<file path="src/rtl/fifo_pkg.sv">
// Shared definitions for the FIFO write-side arbitration blocks.
package fifo_pkg;

    // Default word width. Keep this equal to the width of the shared FIFO instance.
    localparam int DEFAULT_DATA_WIDTH = 8;
    localparam int DEFAULT_NUM_REQ    = 4;
    localparam int DEFAULT_MAX_BURST  = 8;

    typedef enum logic {
        IDLE  = 1'b0,
        BURST = 1'b1
    } arb_state_t;

    // Index width for an n-entry selector. It never returns zero, so a port width stays legal.
    function automatic int id_width(input int n);
        return (n > 1) ? $clog2(n) : 1;
    endfunction

endpackage

</file>
<file path="src/rtl/rr_pick.sv">
// Combinational round-robin picker: returns the first set request after rr_ptr.
// The entry at rr_ptr is checked last, so it has the lowest priority.
module rr_pick
    import fifo_pkg::*;
#(
    parameter int NUM_REQ = DEFAULT_NUM_REQ,
    parameter int IDW     = id_width(NUM_REQ)
) (
    input  logic [NUM_REQ-1:0] req,
    input  logic [IDW-1:0]     rr_ptr,
    output logic [IDW-1:0]     winner,
    output logic               any
);

    // Scan from the farthest offset down to the nearest one. The last hit overwrites
    // the earlier ones, so the nearest request after rr_ptr wins.
    always_comb begin
        winner = '0;
        for (int k = NUM_REQ; k >= 1; k--) begin
            if (req[(int'(rr_ptr) + k) % NUM_REQ]) begin
                winner = IDW'((int'(rr_ptr) + k) % NUM_REQ);
            end
        end
        any = |req;
    end

endmodule

</file>
<file path="src/rtl/fifo_wr_arbiter.sv">
// Round-robin arbiter sharing one FIFO write port among NUM_REQ packet producers.
//
//   state | meaning
//   ------+---------------------------------------------------------------
//   IDLE  | no owner; choose the next requester, accept no data
//   BURST | port locked to grant_id; beats pass straight through to the FIFO
module fifo_wr_arbiter
    import fifo_pkg::*;
#(
    parameter int DATA_WIDTH = DEFAULT_DATA_WIDTH,
    parameter int NUM_REQ    = DEFAULT_NUM_REQ,
    parameter int MAX_BURST  = DEFAULT_MAX_BURST
) (
    input  logic                          clk,
    input  logic                          rst_n,
    input  logic [NUM_REQ-1:0]            req_valid,
    input  logic [NUM_REQ-1:0]            req_last,
    input  logic [NUM_REQ*DATA_WIDTH-1:0] req_data,
    output logic [NUM_REQ-1:0]            req_ready,
    output logic                          fifo_wr_en,
    output logic [DATA_WIDTH-1:0]         fifo_wr_data,
    input  logic                          fifo_full,
    output logic                          grant_valid,
    output logic [$clog2(NUM_REQ)-1:0]    grant_id,
    output logic                          burst_trunc
);

    localparam int IDW = $clog2(NUM_REQ);
    localparam int CW  = $clog2(MAX_BURST + 1);

    arb_state_t     state, state_nx;
    logic [IDW-1:0] gid_nx;
    logic [CW-1:0]  beat_cnt, cnt_nx;
    logic [IDW-1:0] rr_ptr, ptr_nx;
    logic           trunc_nx;
    logic [IDW-1:0] pick_id;
    logic           pick_any;
    logic           accept;

    rr_pick #(
        .NUM_REQ (NUM_REQ),
        .IDW     (IDW)
    ) u_pick (
        .req    (req_valid),
        .rr_ptr (rr_ptr),
        .winner (pick_id),
        .any    (pick_any)
    );

    // State and bookkeeping registers. The reset value of rr_ptr gives requester 0 first priority.
    always_ff @(posedge clk or negedge rst_n) begin
        if (!rst_n) begin
            state       <= IDLE;
            grant_id    <= '0;
            beat_cnt    <= '0;
            rr_ptr      <= IDW'(NUM_REQ - 1);
            burst_trunc <= 1'b0;
        end else begin
            state       <= state_nx;
            grant_id    <= gid_nx;
            beat_cnt    <= cnt_nx;
            rr_ptr      <= ptr_nx;
            burst_trunc <= trunc_nx;
        end
    end

    // Next-state logic plus the pass-through write path from the current owner.
    always_comb begin
        state_nx     = state;
        gid_nx       = grant_id;
        cnt_nx       = beat_cnt;
        ptr_nx       = rr_ptr;
        trunc_nx     = 1'b0;
        req_ready    = '0;
        accept       = 1'b0;
        fifo_wr_en   = 1'b0;
        fifo_wr_data = req_data[grant_id*DATA_WIDTH +: DATA_WIDTH];

        case (state)
            IDLE: begin
                if (pick_any) begin
                    gid_nx   = pick_id;
                    cnt_nx   = '0;
                    state_nx = BURST;
                end
            end
            BURST: begin
                req_ready[grant_id] = !fifo_full;
                accept              = req_valid[grant_id] && !fifo_full;
                fifo_wr_en          = accept;
                if (accept) begin
                    cnt_nx = beat_cnt + 1'b1;
                    if (req_last[grant_id]) begin
                        state_nx = IDLE;
                        ptr_nx   = grant_id;
                    end else if (beat_cnt == CW'(MAX_BURST - 1)) begin
                        // This beat was the last one the burst allows. Release the port and
                        // flag the truncation; the packet continues on a later grant.
                        state_nx = IDLE;
                        ptr_nx   = grant_id;
                        trunc_nx = 1'b1;
                    end
                end
            end
            default: state_nx = IDLE;
        endcase
    end

    assign grant_valid = (state == BURST);

endmodule
</file>
<file path="config.mk">
export PLATFORM = sky130hd
export DESIGN_NAME = fifo_wr_arbiter
export DESIGN_NICKNAME = d
export VERILOG_FILES = /design/src/rtl/fifo_pkg.sv /design/src/rtl/rr_pick.sv /design/src/rtl/fifo_wr_arbiter.sv
export SDC_FILE = /design/constraint.sdc
export NUM_CORES = 1
export LEC_CHECK = 0
export CAP_MARGIN = 20
export CORE_UTILIZATION = 36
export DETAILED_ROUTE_END_ITERATION = 10
export GPL_ROUTABILITY_DRIVEN = 0
export PLACE_DENSITY_LB_ADDON = 0.3
export SYNTH_ARGS = -nofsm -noshare
export SYNTH_HDL_FRONTEND = slang
export SYNTH_HIERARCHICAL = 1
export SYNTH_SLANG_ARGS = --single-unit
</file>
<file path="constraint.sdc">
create_clock -name clk -period 3.7 [get_ports clk]
set_clock_uncertainty 0.15 [all_clocks]
set_input_delay 1.11 -clock clk [delete_from_list [all_inputs] [get_ports clk]]
set_output_delay 1.11 -clock clk [all_outputs]
set_load 0.05 [all_outputs]
</file>
==> impl_metrics.py, run 1 <==
metrics = {
    "power": {
        "powerDensity_nw_per_um2": 795,
        "peakVddDrop_v": 0.000519,
        "p_total_w": 0.00120,
        "leakage_nw": 0.620,
    },
    "global_route": {
        "grt_overflow": 0,
        "grt_pass1_vias": 809,
        "grt_max_degree": 17,
        "antenna_found_initial": 0,
        "grt_pass1_wl_um": 3840,
        "grt_use_total_pct": 20.9,
    },
    "timing": {
        "relSlewSlack_pct": 55.1,
        "finalCritPeriodShare_pct": 96.3,
        "fmax_mhz": 281,
        "layout_min_cycle_time_ns": 3.56,
        "rsz0062_at_grt": "false",
        "setup_viol": 0,
        "finalMaxSlewViolations": 0,
        "tns_ns": 0,
        "worst_pin_slew_ns": 0.674,
        "hold_viol": 0,
    },
    "clocking": {
        "clock_sinks": 10,
        "clk_path_buf_depth": 2,
        "root_buffer": "clkbuf_4",
        "cts_tree": "yes",
        "cts_setup_buffers": 0,
        "cts_hold_buffers": 0,
        "h-tree-depth": 1,
        "numCtsBuffers": 3,
        "path_clk_slew_ns": 0.07,
        "clk_latency_ns": 0.27,
        "postCtsResizedCells": 0,
    },
    "synth": {
        "synth_area_leaders": "mux4_2 25%, dfrtp_1 25%, mux2i_1 7.4%, dfstp_2 6.5%, nor2_1 4.2%",
        "yosys.area_share.simple_pct": 16.0,
        "syn_area_per_cell_sq_um": 11.8,
        "yosysSeqAreaShare_pct": 31.1,
        "async_flop_share_pct": 100,
        "synthCells": 69,
        "netlist_top_cells_count": "9 x mux4_2, 9 x nor2_1, 8 x dfrtp_1, 8 x nand2_1, 6 x mux2i_1",
        "synth_xor_area_share_pct": 0,
        "synth_ff_type": "dfrtp_1",
        "synth-adder-area-share_pct": 1.54,
        "yosys.cell_types.count": 25,
        "ys_warn_count": 6,
        "ys_ff_latch": 10,
        "yosysTopAreaCell": "mux4_2",
        "netlist_area_sq_um": 812,
        "synth_nets": 113,
        "synth_compound_area_share_pct": 9.86,
        "muxShareOfSynthArea_pct": 38.8,
        "yosysTopAreaCellShare_pct": 25.0,
        "synth_edf_count": 0,
        "synth_top_family_by_area": "multiplexers",
    },
    "layout": {
        "synthToLayoutAreaGrowth_pct": 85.2,
        "final_nets": 176,
        "layoutNonFillerInstCount": 158,
        "seq_area_sq_um": 253,
        "drive_gt1_share_pct": 29.8,
        "multi_input_area_sq_um": 538,
        "diodes": 0,
        "fillers": 143,
    },
    "critical_path": {
        "criticalPathCategory": "in2out",
        "critPathRequiredTime_ns": 2.44,
        "end_kind": "output port",
        "worst-path-max-fanout": 3,
        "cp-start-kind": "primary input",
        "worstPathArrival_ns": 2.30,
    },
    "detailed_routing": {
        "drtAntennaViolNets": 0,
        "drc": 0,
        "dr.pass1.iters": 4,
        "vias_per_cell": 5.22,
        "wl_per_cell_um": 15.6,
        "vias": 825,
        "finalWirelength_um": 2460,
        "drt_iter0_markers": 11,
    },
    "placement": {
        "placed_cells": 154,
        "io_buffer_count": 59,
        "dpl.hpwl_um": 2000,
    },
    "job": {
        "drv_cap": 0,
    },
    "die": {
        "design.core.area_sq_um": 2040,
        "initial_core_util_pct": 39.8,
        "dieArea_sq_um": 2450,
        "die_h_um": 49.5,
        "rows": 16,
        "fp.dieW_um": 49.5,
        "ios": 60,
    },
    "run_status": {
        "outcome": "completed",
    },
    "min_path": {
        "hold_class": "reg2reg",
    },
}
-- worst max-delay path: stages --
cell and delay, ns:
clkdlybuf4s50_1 0.42, or3b_4 0.41, nor2_1 0.20, buf_12 0.17
-- layer usage --
layer  GRT usage (%)  part of all wire, %
met3            7.72                  9.4
met2            34.0                   46
met1            25.9                   43
met4            5.71                  1.2
met5               0                    0
-- registers in the layout, indices dropped and copies added (netlist names) --
signal,flops
beat_cnt,4
rr_ptr,2
burst_trunc,1
grant_id,2
grant_valid,1
-- kinds of logic (layout without fill, tap and decap cells) --
family          after synthesis  in the layout
simple gates                 26             26
compound gates                8              8
buf+inv                       5             67
flops                        10             10
fa+ha+maj                     1              1
mux                          19             19
-- worst paths after layout --
path	start	to	slack [ns]	cells after the start
min	beat_cnt[3]	burst_trunc	0.35	1
max	fifo_full	req_ready[0]	0.14	4
min in group asynchronous	rst_n	beat_cnt[2]	0.99	1
max in group asynchronous	rst_n	rr_ptr[0]	2.07	1
max reg2reg	grant_id[0]	rr_ptr[0]	1.50	5
min reg2reg	beat_cnt[3]	burst_trunc	0.35	1
-- layout by cell type (no fill, tap or decap), drive strengths merged --
master,Yosys,routed
mux4,9,9
nor2,9,9
nand4,1,1
nor4b,1,1
inv,2,2
o221ai,1,1
mux2,4,4
and2b,1,1
o21a,1,1
clkdlybuf4s50,0,46
o22ai,1,1
or3b,1,1
buf,3,15
a21oi,3,3
dfstp,2,2
a31oi,1,1
mux2i,6,6
ha,1,1
nand3b,1,1
o21ai,1,1
nand2,8,8
clkbuf,0,4
nand2b,4,4
dfrtp,8,8
-- power breakdown --
group          leakage (nW)  internal [W]  switching, W  total [W]
Clock                0.0210     0.0000597     0.0000375  0.0000972
Sequential            0.119      0.000163     0.0000749   0.000238
Combinational         0.480      0.000388      0.000473   0.000860
-- final cells by class --
| class | instances | share of cell area, % |
|---|---|---|
| Timing Repair Buffer | 61 | 42.3 |
| Multi-Input combinational cell | 54 | 35.8 |
| Sequential cell | 10 | 16.8 |
| Clock buffer | 4 | 2.41 |
| Tap cell | 27 | 2.25 |
| Inverter | 2 | 0.499 |
-- through the flow --
step           setup slack (ns)  cell area (sq um)  util, %  hold slack [ns]
3_3_place_gp              0.154               1470     71.9            0.320
6_report                  0.138               1500     73.7            0.351
2_1_floorplan             0.283                812        -            0.303
4_1_cts                   0.135               1500     73.7            0.346
5_1_grt                  0.0768               1500     73.7            0.370
3_5_place_dp              0.143               1470     71.9            0.330
Power figures use the tool's default switching activity.
==> inputs of run 2 (changes only) <==
--- a/config.mk
+++ b/config.mk
@@ -6,6 +6,7 @@
 export NUM_CORES = 1
 export LEC_CHECK = 0
 export CAP_MARGIN = 20
+export CORE_MARGIN = 3
 export CORE_UTILIZATION = 36
 export DETAILED_ROUTE_END_ITERATION = 10
 export GPL_ROUTABILITY_DRIVEN = 0
==> impl_metrics.py, run 2 (synthesis results as in run 1) <==
metrics = {
    "clocking": {
        "clk_path_buf_depth": 2,
        "root_buffer": "clkbuf_4",
        "h-tree-depth": 1,
        "clk_latency_ns": 0.27,
        "path_clk_slew_ns": 0.06,
        "cts_setup_buffers": 0,
        "cts_tree": "yes",
        "cts_hold_buffers": 0,
        "postCtsResizedCells": 0,
        "clock_sinks": 10,
        "numCtsBuffers": 3,
    },
    "critical_path": {
        "reg2reg_slack_ns": 1.45,
        "critPathRequiredTime_ns": 2.44,
        "ff2ff_path_depth": 5,
        "end_kind": "output port",
        "worstPathArrival_ns": 2.31,
        "cp-start-kind": "primary input",
        "critPathLaunch": "fifo_full",
        "r2r-end": "rr_ptr[0]",
        "crit_end": "req_ready[0]",
        "worstReg2RegStart": "grant_id[0]",
        "criticalPathCategory": "in2out",
        "worst-path-max-fanout": 3,
    },
    "global_route": {
        "grt_pass1_wl_um": 4110,
        "grt_max_degree": 18,
        "grt_overflow": 0,
        "grt_use_total_pct": 19.9,
        "antenna_found_initial": 0,
        "grt_pass1_vias": 825,
    },
    "timing": {
        "rsz0062_at_grt": "false",
        "fmax_mhz": 280,
        "relSlewSlack_pct": 53.2,
        "finalMaxSlewViolations": 0,
        "setup_viol": 0,
        "finalCritPeriodShare_pct": 96.5,
        "tns_ns": 0,
        "hold_viol": 0,
        "worst_pin_slew_ns": 0.703,
        "layout_min_cycle_time_ns": 3.57,
    },
    "detailed_routing": {
        "dr.pass1.iters": 4,
        "drc": 0,
        "drt_iter0_markers": 21,
        "wl_per_cell_um": 16.6,
        "vias": 809,
        "wl_met2_um": 1130,
        "drtAntennaViolNets": 0,
        "vias_per_cell": 5.15,
        "route.met3.wl_um": 316,
        "wl_met1_um": 1090,
        "finalWirelength_um": 2610,
        "highest_layer": "met4",
    },
    "die": {
        "rows": 16,
        "die_h_um": 53.5,
        "fp.dieW_um": 53.5,
        "initial_core_util_pct": 39.8,
        "design.core.area_sq_um": 2040,
        "dieArea_sq_um": 2860,
        "ios": 60,
    },
    "placement": {
        "io_buffer_count": 59,
        "dpl.hpwl_um": 2120,
    },
    "power": {
        "peakVddDrop_v": 0.000590,
        "p_total_w": 0.00119,
        "powerDensity_nw_per_um2": 794,
        "leakage_nw": 0.615,
    },
    "layout": {
        "layout_commonest_cell": "clkdlybuf4s50_1",
        "layout_common_cells": "46 x clkdlybuf4s50_1, 9 x mux4_2, 9 x nor2_1, 9 x buf_4",
        "drive_gt1_share_pct": 29.2,
        "largest_register_ffs": 4,
        "diodes": 0,
        "fillers": 155,
        "largest_register": "beat_cnt",
        "reg.largest.list": "beat_cnt x4, grant_id x2, rr_ptr x2",
        "synthToLayoutAreaGrowth_pct": 84.3,
        "final_core_util_pct": 73.3,
        "final_nets": 175,
    },
    "min_path": {
        "hold_class": "reg2reg",
        "worstHoldPathCells": 1,
    },
    "job": {
        "drv_cap": 0,
    },
    "run_status": {
        "outcome": "completed",
    },
}
[run 2: cell types whose count changed in the layout (fill, tap and decap cells not counted)]
cell	delta
buf_4	-1
[run 2: per-layer routing]
layer,vias to the layer above,track usage [%]
li1,381,-
met3,6,5.63
met2,46,30.6
met4,0,9.36
met1,376,25.4
met5,-,0
[run 2: worst min-delay path by stage]
stage | startpoint | endpoint | slack (ns)
floorplan | beat_cnt[3] | burst_trunc | 0.30
global placement | beat_cnt[3] | burst_trunc | 0.32
CTS | beat_cnt[3] | burst_trunc | 0.34
global route | beat_cnt[2] | beat_cnt[2] | 0.38
finish | beat_cnt[3] | burst_trunc | 0.34
detailed placement | beat_cnt[3] | burst_trunc | 0.33
[run 2: power breakdown]
part / leakage, nW / switching (W) / total, W / internal (W)
logic: 0.475 / 0.000437 / 0.000819 / 0.000382
registers: 0.119 / 0.000107 / 0.000269 / 0.000162
clock network: 0.0210 / 0.0000406 / 0.000100 / 0.0000598
total: 0.615 / 0.000585 / 0.00119 / 0.000603
[run 2: critical path, stage by stage]
cell	delay, ns
clkdlybuf4s50_1	0.42
or3b_4	0.41
nor2_1	0.20
buf_12	0.17
[run 2: cell type report]
type | count | area (sq um) | share of cell area [%]
Clock buffer | 4 | 36.3 | 2.42
Inverter | 2 | 7.51 | 0.502
Multi-Input combinational cell | 54 | 538 | 36.0
Sequential cell | 10 | 253 | 16.9
Tap cell | 27 | 33.8 | 2.26
Timing Repair Buffer | 60 | 628 | 42.0
[run 2: metrics by stage]
step	area (sq um)	hold WS (ns)	setup WS (ns)	std cells
finish	1500	0.338	0.129	157
floorplan	812	0.303	0.283	69
global placement	1460	0.324	0.158	153
CTS	1500	0.344	0.119	157
detailed placement	1460	0.331	0.125	153
global route	1500	0.381	0.108	157
==> inputs of run 3 (changes only) <==
--- a/config.mk
+++ b/config.mk
@@ -9,7 +9,6 @@
 export CORE_MARGIN = 3
 export CORE_UTILIZATION = 36
 export DETAILED_ROUTE_END_ITERATION = 10
-export GPL_ROUTABILITY_DRIVEN = 0
 export PLACE_DENSITY_LB_ADDON = 0.3
 export SYNTH_ARGS = -nofsm -noshare
 export SYNTH_HDL_FRONTEND = slang
==> results of run 3 <==
Final layout, timing and power as in run 2 (identical DEF).
